[src/rtl/serial_adder_pkg.sv]
// serial_adder_pkg: shared FSM state type and default operand width for serial_adder
package serial_adder_pkg;
  localparam int WIDTH_DEF = 8;
  typedef enum logic [1:0] {IDLE, RUN, DONE} state_t;
endpackage

[src/rtl/full_adder_bit.sv]
// full_adder_bit: one-bit combinational full adder used as the serial datapath
module full_adder_bit (
  input  logic a,
  input  logic b,
  input  logic cin,
  output logic s,
  output logic cout
);
  assign s    = a ^ b ^ cin;
  assign cout = (a & b) | (cin & (a ^ b));
endmodule

[src/rtl/serial_adder.sv]
// serial_adder: bit-serial a+b+cin over WIDTH cycles with valid/ready handshakes.
// Define SERIAL_ADDER_OVF_EN to add the signed-overflow output ovf.
module serial_adder
  import serial_adder_pkg::*;
#(
  parameter int WIDTH = WIDTH_DEF
) (
  input  logic             clk,
  input  logic             rst_n,
  input  logic             start_valid,
  output logic             start_ready,
  input  logic [WIDTH-1:0] a,
  input  logic [WIDTH-1:0] b,
  input  logic             cin,
  output logic [WIDTH-1:0] sum,
  output logic             cout,
  output logic             done_valid,
  input  logic             done_ready,
  output logic             busy
`ifdef SERIAL_ADDER_OVF_EN
  ,
  output logic             ovf
`endif
);
  localparam int CW = $clog2(WIDTH);
  state_t state, state_nx;
  logic [WIDTH-1:0] a_sr, b_sr;
  logic [CW-1:0] cnt;
  logic c, fa_s, fa_c, last;
  full_adder_bit u_fa (.a(a_sr[0]), .b(b_sr[0]), .cin(c), .s(fa_s), .cout(fa_c));
  assign last = cnt == CW'(WIDTH - 1);
  always_ff @(posedge clk or negedge rst_n)
    if (!rst_n) state <= IDLE;
    else state <= state_nx;
  // unused encoding falls back to IDLE
  always_comb begin
    state_nx    = state == IDLE ? (start_valid ? RUN : IDLE) :
                  state == RUN  ? (last ? DONE : RUN) :
                  state == DONE ? (done_ready ? IDLE : DONE) : IDLE;
    start_ready = state == IDLE;
    done_valid  = state == DONE;
    busy        = state == RUN || state == DONE;
  end
  always_ff @(posedge clk or negedge rst_n)
    if (!rst_n) begin
      a_sr <= '0;
      b_sr <= '0;
      c    <= 1'b0;
      cnt  <= '0;
      sum  <= '0;
      cout <= 1'b0;
`ifdef SERIAL_ADDER_OVF_EN
      ovf  <= 1'b0;
`endif
    end else if (state == IDLE && start_valid) begin
      a_sr <= a;
      b_sr <= b;
      c    <= cin;
      cnt  <= '0;
    end else if (state == RUN) begin
      a_sr <= a_sr >> 1;
      b_sr <= b_sr >> 1;
      c    <= fa_c;
      cnt  <= cnt + CW'(1);
      sum  <= {fa_s, sum[WIDTH-1:1]};
      if (last) cout <= fa_c;
`ifdef SERIAL_ADDER_OVF_EN
      // c holds the carry into the MSB on the final step
      if (last) ovf <= c ^ fa_c;
`endif
    end
endmodule
[config.mk]
export PLATFORM = sky130hd
export DESIGN_NAME = serial_adder
export DESIGN_NICKNAME = d
export VERILOG_FILES = /design/src/rtl/serial_adder_pkg.sv /design/src/rtl/full_adder_bit.sv /design/src/rtl/serial_adder.sv
export SDC_FILE = /design/constraint.sdc
export NUM_CORES = 1
export LEC_CHECK = 0
export CAP_MARGIN = 10
export CORE_ASPECT_RATIO = 0.6
export CORE_MARGIN = 2
export CORE_UTILIZATION = 53
export CTS_CLUSTER_DIAMETER = 150
export CTS_CLUSTER_SIZE = 8
export DETAILED_ROUTE_END_ITERATION = 12
export PLACE_DENSITY = 0.89
export SKIP_LAST_GASP = 1
export SLEW_MARGIN = 20
export SYNTH_ARGS = -nofsm -noshare
export SYNTH_HDL_FRONTEND = slang
export SYNTH_HIERARCHICAL = 1
export SYNTH_SLANG_ARGS = --single-unit
export TNS_END_PERCENT = 20
[constraint.sdc]
create_clock -name clk -period 4.15 [get_ports clk]
set_clock_uncertainty 0.15 [all_clocks]
set_input_delay 0.83 -clock clk [delete_from_list [all_inputs] [get_ports clk]]
set_output_delay 0.83 -clock clk [all_outputs]
set_load 0.03 [all_outputs]
==> results.md <==
* Status: finished, final reports clean
* Power density over the cells at 769 nW/µm²
* DRT iter0 DRCs at 87
* Diode count at 0
* Post-CTS setup buffers at 0
* CTS H-tree depth at 2
* Commonest cells after routing, fill and taps aside: clkdlybuf4s50_1 (32), dfrtp_1 (31), nand2_1 (23)
* Ranking of synthesized cells by area: dfrtp_1 (54%), mux2i_1 (10%), mux2_2 (7.0%)
* First-pass GRT wire length at 5020 µm
* Static Leak at 0.871 nW
* Routed wire per std cell at 15.4 µm
* Total GRT Usage at 0.217
* Chip width at 71.3 µm
* # IOs at 33
* Syn_area_per_cell at 11.5 µm²
* R2R Path End: cnt[1]
* Max-cap violations at 0
* Synth warn at 6
* Largest net degree at the start of global routing at 41
* DP Area at 1760 µm²
* TNS Setup at 0 ns
* Synthesized area at 1440 µm²
* Post-synth top area share at 0.539
* Synth area leader: dfrtp_1
* Antenna violations before repair at 0
* Yosys cell types at 19
* CTS resizes at 0
* Hold buffers post-CTS at 0
* Met2 Use GR at 0.354
* Sequential share of the synthesized area at 0.539
* DRT Wirelength at 2970 µm
* Slew @ Worst Pin at 0.567 ns
* CTS tree: done
* Req. time, crit path at 3.17 ns
* Largest stage delay on the critical path at 0.72 ns
* Starting Density at 0.567
* Worst path arrival time at 1.80 ns
* Via Count at 1020
* IR drop worst, VDD at 0.300 mV
* Clk sinks at 31
* Crit. End Element: output pin
* CTS root buf: clkbuf_8
* Grt met1 use at 0.281
* Die Area at 3160 µm²
* Setup crit start kind: flop
* Worst path bufs/invs at 2
* R2R Setup Slk at 2.25 ns
* Global route overflow at 0
* Post-route ant nets at 0
* Post-route DRC at 0
* Layout cells sized above 1 at 0.125
* Vias in the first global route at 1059
* Reg-to-Reg Start: state[1]
* Worst path depth at 3
* CP max FO at 5
* Fin area at 1860 µm²
* Final net count at 187
* CP Launch Point: state[0]
* Cells on worst reg2reg path at 6
* CTS buffer count at 5
* Commonest non-fill, non-tap cell in the layout: clkdlybuf4s50_1
* DR vias/cell at 5.31
* Max Slew Vio Count at 0
* Area Growth Syn to Fin at 29.1%
* Worst setup path endpoint: start_ready
* Setup Viol. Count Final at 0
* Slew Limit Headroom at 0.622
* Type of the most critical hold path: reg -> reg
* GRT busiest layer: met2
* HPWL Detailed at 2090 µm
* Cells after synthesis at 125
* Clock slew at reported path FFs at 0.06 ns
* Final period util at 0.670
* Core footprint at 2540 µm²
* Routability congestion estimate at 0.748
* Row count at 14
* Die Ht at 44.4 µm
* M3 GR Usage at 0.0592
* Slowest cell on the critical path: clkdlybuf4s50_1
* Final Hold Fails at 0
* Total power at 0.00143 W
* Worst-Skew Late Latency at 0.28 ns
* CP top delay family: buffers and inverters
* #FFs+latches synth at 31
* CP cell instances: inv_1, ha_1, clkdlybuf4s50_1
* Minimum clock period after layout at 2.78 ns
* First-pass DRT Iterations at 4
* Hold Slack at 0.333 ns
* Fmax at 359 MHz
* Clk buf depth at 2
* PortBufs at 32
* Syn Nets at 153
* CP Class: reg -> out
* Fillers at 165
* RSZ-0062 raised after global routing: no
==> where the power goes <==
part	leakage (nW)	total (W)	internal, W	switching [W]
Combinational	0.428	0.000648	0.000286	0.000363
Clock	0.0515	0.000254	0.000151	0.000103
Sequential	0.392	0.000526	0.000439	0.0000877
==> state kept, by name, summed over array words and instances (netlist names) <==
| signal | cells |
|---|---|
| a_sr | 8 |
| b_sr | 8 |
| c | 1 |
| cnt | 3 |
| cout | 1 |
| state | 2 |
| sum | 8 |
==> cell type report <==
| cell class | count | area [µm²] | area share |
|---|---|---|---|
| sequential | 31 | 776 | 0.417 |
| clock buffer | 8 | 100 | 0.0538 |
| inverter | 2 | 7.51 | 0.00404 |
| tap | 32 | 40.0 | 0.0215 |
| timing repair buffer | 34 | 335 | 0.180 |
| multi-input combinational | 85 | 601 | 0.323 |
==> how the worst min path moves through the flow <==
stage          startpoint      end  slack, ns  depth (start not counted)
6_report          a_sr[4]  a_sr[4]       0.33                          2
2_1_floorplan     a_sr[7]  a_sr[7]       0.30                          2
3_5_place_dp      a_sr[4]  a_sr[4]       0.33                          2
5_1_grt           a_sr[7]  a_sr[7]       0.38                          2
4_1_cts           a_sr[4]  a_sr[4]       0.34                          2
3_3_place_gp      b_sr[3]  b_sr[3]       0.31                          2
==> synthesized netlist by cell type, drive strengths merged <==
| cell | count |
|---|---|
| inv | 2 |
| ha | 6 |
| mux2 | 9 |
| o21ai | 21 |
| mux2i | 15 |
| nand3 | 3 |
| a21oi | 1 |
| nor2 | 2 |
| clkbuf | 2 |
| nand2b | 2 |
| a22oi | 1 |
| nand2 | 24 |
| dfrtp | 31 |
| buf | 5 |
| fa | 1 |
==> kinds of logic (layout without fill, tap and decap cells) <==
kind of cell / count (synthesis) / count (layout) / share of synthesized area
simple gates: 31 / 31 / 0.0921
mux: 24 / 24 / 0.175
flops: 31 / 31 / 0.539
buf+inv: 9 / 44 / 0.0443
compound gates: 23 / 23 / 0.0843
fa+ha+maj: 7 / 7 / 0.0660
==> worst register-to-register path: cells and delay by family (launching register included) <==
family | cells | cell delay [ns]
adder cells (fa/ha/maj) | 1 | 0.53
flip-flops | 1 | 0.38
buffers and inverters | 2 | 0.36
AO/OA/AOI/OAI | 2 | 0.18
AND/OR/NAND/NOR | 1 | 0.15
==> layer usage <==
metal	vias to the layer above	share of wire	wire length (µm)
li1	491	-	-
met2	30	0.50	1480
met3	4	0.040	120
met5	-	0	0
met4	0	0.012	36
met1	495	0.45	1330
==> per-stage QoR <==
step                instances  setup slack, ns   util
floorplan                 125             2.30      -
global placement          184             1.75  0.693
detailed placement        184             1.67  0.693
CTS                       192             1.37  0.732
global route              192             1.29  0.732
finish                    192             1.37  0.732
No activity file was read; power rests on OpenSTA's default activity.
